File: src/rtl/residual_coeff_writer.sv
// residual_coeff_writer: places CAVLC run/level beats into a 16-entry zigzag-indexed coefficient block.
// Optional position checking is enabled by defining RESIDUAL_COEFF_WRITER_CHECK_EN.
module residual_coeff_writer (
  input  logic        clk,
  input  logic        rst_n,
  input  logic        start,
  input  logic [2:0]  block_type,
  input  logic [4:0]  total_coeff,
  input  logic [3:0]  total_zeros,
  input  logic [4:0]  max_coeff,
  input  logic        in_valid,
  output logic        in_ready,
  input  logic [15:0] level,
  input  logic [3:0]  run_before,
  output logic        out_valid,
  input  logic        out_ack,
  output logic [2:0]  block_type_out,
  output logic        err,
  output logic [15:0] coeff_0,
  output logic [15:0] coeff_1,
  output logic [15:0] coeff_2,
  output logic [15:0] coeff_3,
  output logic [15:0] coeff_4,
  output logic [15:0] coeff_5,
  output logic [15:0] coeff_6,
  output logic [15:0] coeff_7,
  output logic [15:0] coeff_8,
  output logic [15:0] coeff_9,
  output logic [15:0] coeff_10,
  output logic [15:0] coeff_11,
  output logic [15:0] coeff_12,
  output logic [15:0] coeff_13,
  output logic [15:0] coeff_14,
  output logic [15:0] coeff_15
);
  typedef enum logic [1:0] {IDLE, FILL, HOLD} state_t;
  state_t state, state_nx;
  logic [15:0] coeff [16];
  logic [4:0] pos, remain, pos_nx;
  logic accept, beat, last, wr_en;
  assign accept = start && (state == IDLE || (state == HOLD && out_ack));
  assign beat   = in_valid && state == FILL;
  assign last   = remain == 5'd1;
  assign pos_nx = pos - 5'd1 - {1'b0, run_before};
  // state register
  always_ff @(posedge clk or negedge rst_n)
    if (!rst_n) state <= IDLE;
    else state <= state_nx;
  // next state: a new block can preempt the HOLD->IDLE step when acked and started together
  always_comb begin
    state_nx = accept ? (total_coeff == 5'd0 ? HOLD : FILL) :
               (beat && last) ? HOLD :
               (state == HOLD && out_ack) ? IDLE : state;
  end
  // handshake outputs decoded from state
  always_comb begin
    in_ready  = state == FILL;
    out_valid = state == HOLD;
  end
  // coefficient file, scan position and beat counter
  always_ff @(posedge clk or negedge rst_n)
    if (!rst_n) begin
      for (int i = 0; i < 16; i++) coeff[i] <= '0;
      pos <= '0;
      remain <= '0;
      block_type_out <= '0;
    end else if (accept) begin
      for (int i = 0; i < 16; i++) coeff[i] <= '0;
      pos <= total_coeff + {1'b0, total_zeros} - 5'd1;
      remain <= total_coeff;
      block_type_out <= block_type;
    end else if (beat) begin
      if (wr_en) coeff[pos[3:0]] <= level;
      remain <= remain - 5'd1;
      pos <= pos_nx;
    end
`ifdef RESIDUAL_COEFF_WRITER_CHECK_EN
  logic [4:0] max_q;
  logic err_q, bad_pos, bad_run;
  assign bad_pos = pos >= max_q;
  assign bad_run = !last && ({1'b0, pos} < 6'd1 + {2'b0, run_before});
  assign wr_en   = !err_q && !bad_pos;
  assign err     = err_q;
  // sticky error: oversized block on start, or out-of-range/underflowing position on a beat
  always_ff @(posedge clk or negedge rst_n)
    if (!rst_n) begin
      err_q <= 1'b0;
      max_q <= '0;
    end else if (accept) begin
      max_q <= max_coeff;
      err_q <= ({1'b0, total_coeff} + {2'b0, total_zeros}) > {1'b0, max_coeff};
    end else if (beat && (bad_pos || bad_run)) err_q <= 1'b1;
`else
  logic unused_max;
  assign unused_max = ^max_coeff;
  assign wr_en = 1'b1;
  assign err   = 1'b0;
`endif
  assign coeff_0  = coeff[0];
  assign coeff_1  = coeff[1];
  assign coeff_2  = coeff[2];
  assign coeff_3  = coeff[3];
  assign coeff_4  = coeff[4];
  assign coeff_5  = coeff[5];
  assign coeff_6  = coeff[6];
  assign coeff_7  = coeff[7];
  assign coeff_8  = coeff[8];
  assign coeff_9  = coeff[9];
  assign coeff_10 = coeff[10];
  assign coeff_11 = coeff[11];
  assign coeff_12 = coeff[12];
  assign coeff_13 = coeff[13];
  assign coeff_14 = coeff[14];
  assign coeff_15 = coeff[15];
endmodule

File: config.mk
export PLATFORM = sky130hd
export DESIGN_NAME = residual_coeff_writer
export DESIGN_NICKNAME = d
export VERILOG_FILES = /design/src/rtl/residual_coeff_writer.sv
export SDC_FILE = /design/constraint.sdc
export NUM_CORES = 1
export LEC_CHECK = 0
export CAP_MARGIN = 40
export CELL_PAD_IN_SITES_DETAIL_PLACEMENT = 0
export CELL_PAD_IN_SITES_GLOBAL_PLACEMENT = 1
export CORE_UTILIZATION = 47
export DETAILED_ROUTE_END_ITERATION = 7
export DONT_BUFFER_PORTS = 1
export GPL_TIMING_DRIVEN = 0
export HOLD_SLACK_MARGIN = 0.08
export PLACE_DENSITY = 0.89
export SLEW_MARGIN = 25
export SYNTH_ARGS = -nofsm -noshare
export SYNTH_HDL_FRONTEND = slang
export SYNTH_SLANG_ARGS = --single-unit
File: constraint.sdc
create_clock -name clk -period 2.7 [get_ports clk]
set_clock_uncertainty 0.1 [all_clocks]
set_input_delay 0.27 -clock clk [delete_from_list [all_inputs] [get_ports clk]]
set_output_delay 0.27 -clock clk [all_outputs]
set_load 0.05 [all_outputs]
==> impl_metrics.json <==
{
  "grt_pass1_vias": 8915,
  "postSynthCellCount": 1238,
  "drive_gt1_frac": 0.0777,
  "grt-ovfl-total": 0,
  "tightest_slew_ns": 0.902,
  "synth_warnings": 0,
  "ir_drop_mv": 0.672,
  "worstPathArrival_ns": 2.77,
  "floorplan.initialDensity": 0.479,
  "synthToLayoutAreaGrowth_pct": 15.6,
  "wl_per_cell_um": 21.7,
  "fin_crit_ns": 2.42,
  "holdBufCountCts": 23,
  "io_buffers": 0,
  "critPathMaxStageDelay_ns": 0.77,
  "ys_seq_elements": 270,
  "critPathKind": "reg2reg",
  "clk_pin_slew_ns": 0.06,
  "die_w_um": 156,
  "report.final.slew_viol_count": 0,
  "cts_num_sinks": 270,
  "detail-route-antenna-nets": 0,
  "critPathLaunchType": "flip-flop",
  "rsz0062_at_grt": "no",
  "final_nets": 1359,
  "cts_buffers": 28,
  "insertion_delay_ns": 0.54,
  "cts_tree": "yes",
  "slew_headroom": 0.394,
  "cpLargestDelayFamily": "simple AND/OR/NAND/NOR gates",
  "grt_use_met1": 0.379,
  "diodes": 0,
  "path_cells": "nand4b_2 > nor3_1 > clkbuf_1 > nand2_1 > o21ai_0",
  "grt_antenna_before_repair": 0,
  "mostFrequentLayoutCell": "nand2_1",
  "htreeDepth": 1,
  "core_area_um2": 23400,
  "crit_required_ns": 3.05,
  "drt_iter0_drc": 641,
  "violations": "hold timing",
  "hp-class": "in2async",
  "die_h_um": 156,
  "grt_max_degree": 271,
  "end_kind": "flip-flop",
  "grt.busiest_layer": "met2",
  "ys_seq_area_frac": 0.603,
  "setup_viol": 0,
  "critPathMaxFanout": 10,
  "vias": 9074,
  "cts-root-buf": "clkbuf_16",
  "cts.path.max_buffers": 3,
  "status": "finished, violations left",
  "fmax_mhz": 414,
  "ys_types": 45,
  "final-hold-violation-count": 270,
  "n_fill_cell": 2144,
  "fin_tns_setup_ns": 0,
  "power_w": 0.0197,
  "leakagePower_nw": 5.75,
  "routed_wl_mm": 35.7,
  "gr-usage-met3": 0.0858,
  "vias_per_cell": 5.52,
  "dp_hpwl_mm": 24.5,
  "slowest_stage": "nor3_1",
  "first_pass_iters": 6,
  "grt_pass1_wl_mm": 54.0,
  "synth-edff-count": 0,
  "hold_slack_ns": -0.662,
  "ios": 304,
  "fin_crit_sh": 0.895,
  "syn-cell-area_um2": 11200,
  "synth_flop_cell": "dfrtp_1",
  "path_buf_inv": 1,
  "powerDensity_nw_per_um2": 1520,
  "avgSynthCellArea_um2": 9.05,
  "gp_congestion": 0.812,
  "final_cell_mix": "nand2_1 (485), dfrtp_1 (270), o21ai_0 (197)",
  "core.rowCount": 56,
  "grt.met2_usage": 0.464,
  "synthesis.nets": 1291,
  "die_area_um2": 24500,
  "maxCapViolCount": 0,
  "ys_async_sr_fraction": 1.00,
  "final_core_util": 0.553,
  "track_usage": 0.293,
  "drc_errors": 0
}
==> kinds of logic after synthesis <==
| family | share of synthesized area |
|---|---|
| buffers and inverters | 0.0474 |
| AND/OR/NAND/NOR | 0.195 |
| multiplexers | 0.0188 |
| AO/OA/AOI/OAI | 0.118 |
| flip-flops | 0.603 |
| XOR/XNOR | 0.00313 |
| adder cells (fa/ha/maj) | 0.0136 |
| other | 0.000335 |
==> path summary, 6_finish.rpt <==
kind / startpoint / endpoint / slack, ns / depth (start not counted)
max in group asynchronous: rst_n / coeff_1[1]$_DFFE_PN0P_ / 2.69 / 0
min in group clk: level[15] / coeff_13[15]$_DFFE_PN0P_ / 0.09 / 3
max reg2reg: state[1]$_DFFE_PN0P_ / coeff_14[1]$_DFFE_PN0P_ / 0.28 / 5
min: rst_n / coeff_9[14]$_DFFE_PN0P_ / -0.66 / 0
max: state[1]$_DFFE_PN0P_ / coeff_14[1]$_DFFE_PN0P_ / 0.28 / 5
min reg2reg: remain[4]$_DFFE_PN0P_ / remain[4]$_DFFE_PN0P_ / 0.44 / 1
==> worst reg2reg max path, cell delays in order, from the launching register on <==
cell and delay (ns):
dfrtp_1 0.43, nand4b_2 0.37, nor3_1 0.77, clkbuf_1 0.46
nand2_1 0.11, o21ai_0 0.09
==> stage by stage <==
step	worst slack, ns	std cells	cell area [um^2]	hold WS, ns
finish	0.285	1645	12900	-0.662
global route	0.134	1645	12900	-0.693
CTS	0.127	1643	12900	-0.682
detailed placement	0.397	1570	11700	-0.117
global placement	0.362	1557	11600	-0.116
floorplan	0.693	1238	11200	-0.126
==> where the power goes <==
| part | internal (W) | switching, W | total (W) |
|---|---|---|---|
| Sequential | 0.00559 | 0.00726 | 0.0129 |
| Combinational | 0.00105 | 0.00181 | 0.00285 |
| Clock | 0.00239 | 0.00156 | 0.00396 |
| Total | 0.00903 | 0.0106 | 0.0197 |
==> sequential cells by signal (all words and copies together), names as in the netlist, 3 cells and up <==
signal / flops
pos: 4
coeff_12: 16
coeff_0: 16
remain: 5
coeff_13: 16
coeff_15: 16
coeff_6: 16
coeff_14: 16
coeff_10: 16
coeff_9: 16
coeff_5: 16
coeff_11: 16
coeff_8: 16
block_type_out: 3
coeff_1: 16
coeff_7: 16
coeff_4: 16
coeff_3: 16
coeff_2: 16
==> synth_stat cells, types with 2 or more instances <==
cell / number / share of area
xnor2_1: 3 / 0.0023
a211o_1: 2 / 0.0016
inv_1: 17 / 0.0057
nor4_2: 3 / 0.0034
nor3_1: 12 / 0.0054
nor2b_1: 2 / 0.0011
or4_1: 2 / 0.0013
buf_2: 34 / 0.015
a221o_1: 4 / 0.0036
o21ai_0: 197 / 0.088
o21ai_1: 41 / 0.018
ha_1: 9 / 0.010
mux2i_1: 21 / 0.019
nor2_1: 28 / 0.0094
clkbuf_1: 75 / 0.025
dfrtp_1: 270 / 0.60
fa_1: 2 / 0.0036
o221ai_1: 2 / 0.0016
nand2_1: 485 / 0.16
nor3_2: 2 / 0.0018
nand2b_1: 3 / 0.0017
==> area by class of cell <==
cell class	instances	area, um^2	share of cell area
plain buffers	111	464	0.0359
clock buffers	46	880	0.0679
clock inverters	4	72.6	0.00561
inverters	18	67.6	0.00522
multi-input cells	839	3920	0.302
flip-flops and latches	270	6760	0.522
well taps	319	399	0.0308
repair buffers	38	392	0.0303
==> per-layer routing <==
layer,vias to the layer above,part of all wire
li1,4122,-
met1,4464,0.40
met2,418,0.47
met3,70,0.10
met4,0,0.033
met5,-,0
==> what timing repair did <==
| action | in CTS | in global routing |
|---|---|---|
| setup endpoints to repair | 0 | 1 |
| endpoints found under the hold margin | 321 | 270 |
| gates resized for setup | 0 | 2 |
| buffers inserted | 0 | 0 |
Note: power is estimated with default switching activity, not from simulation.
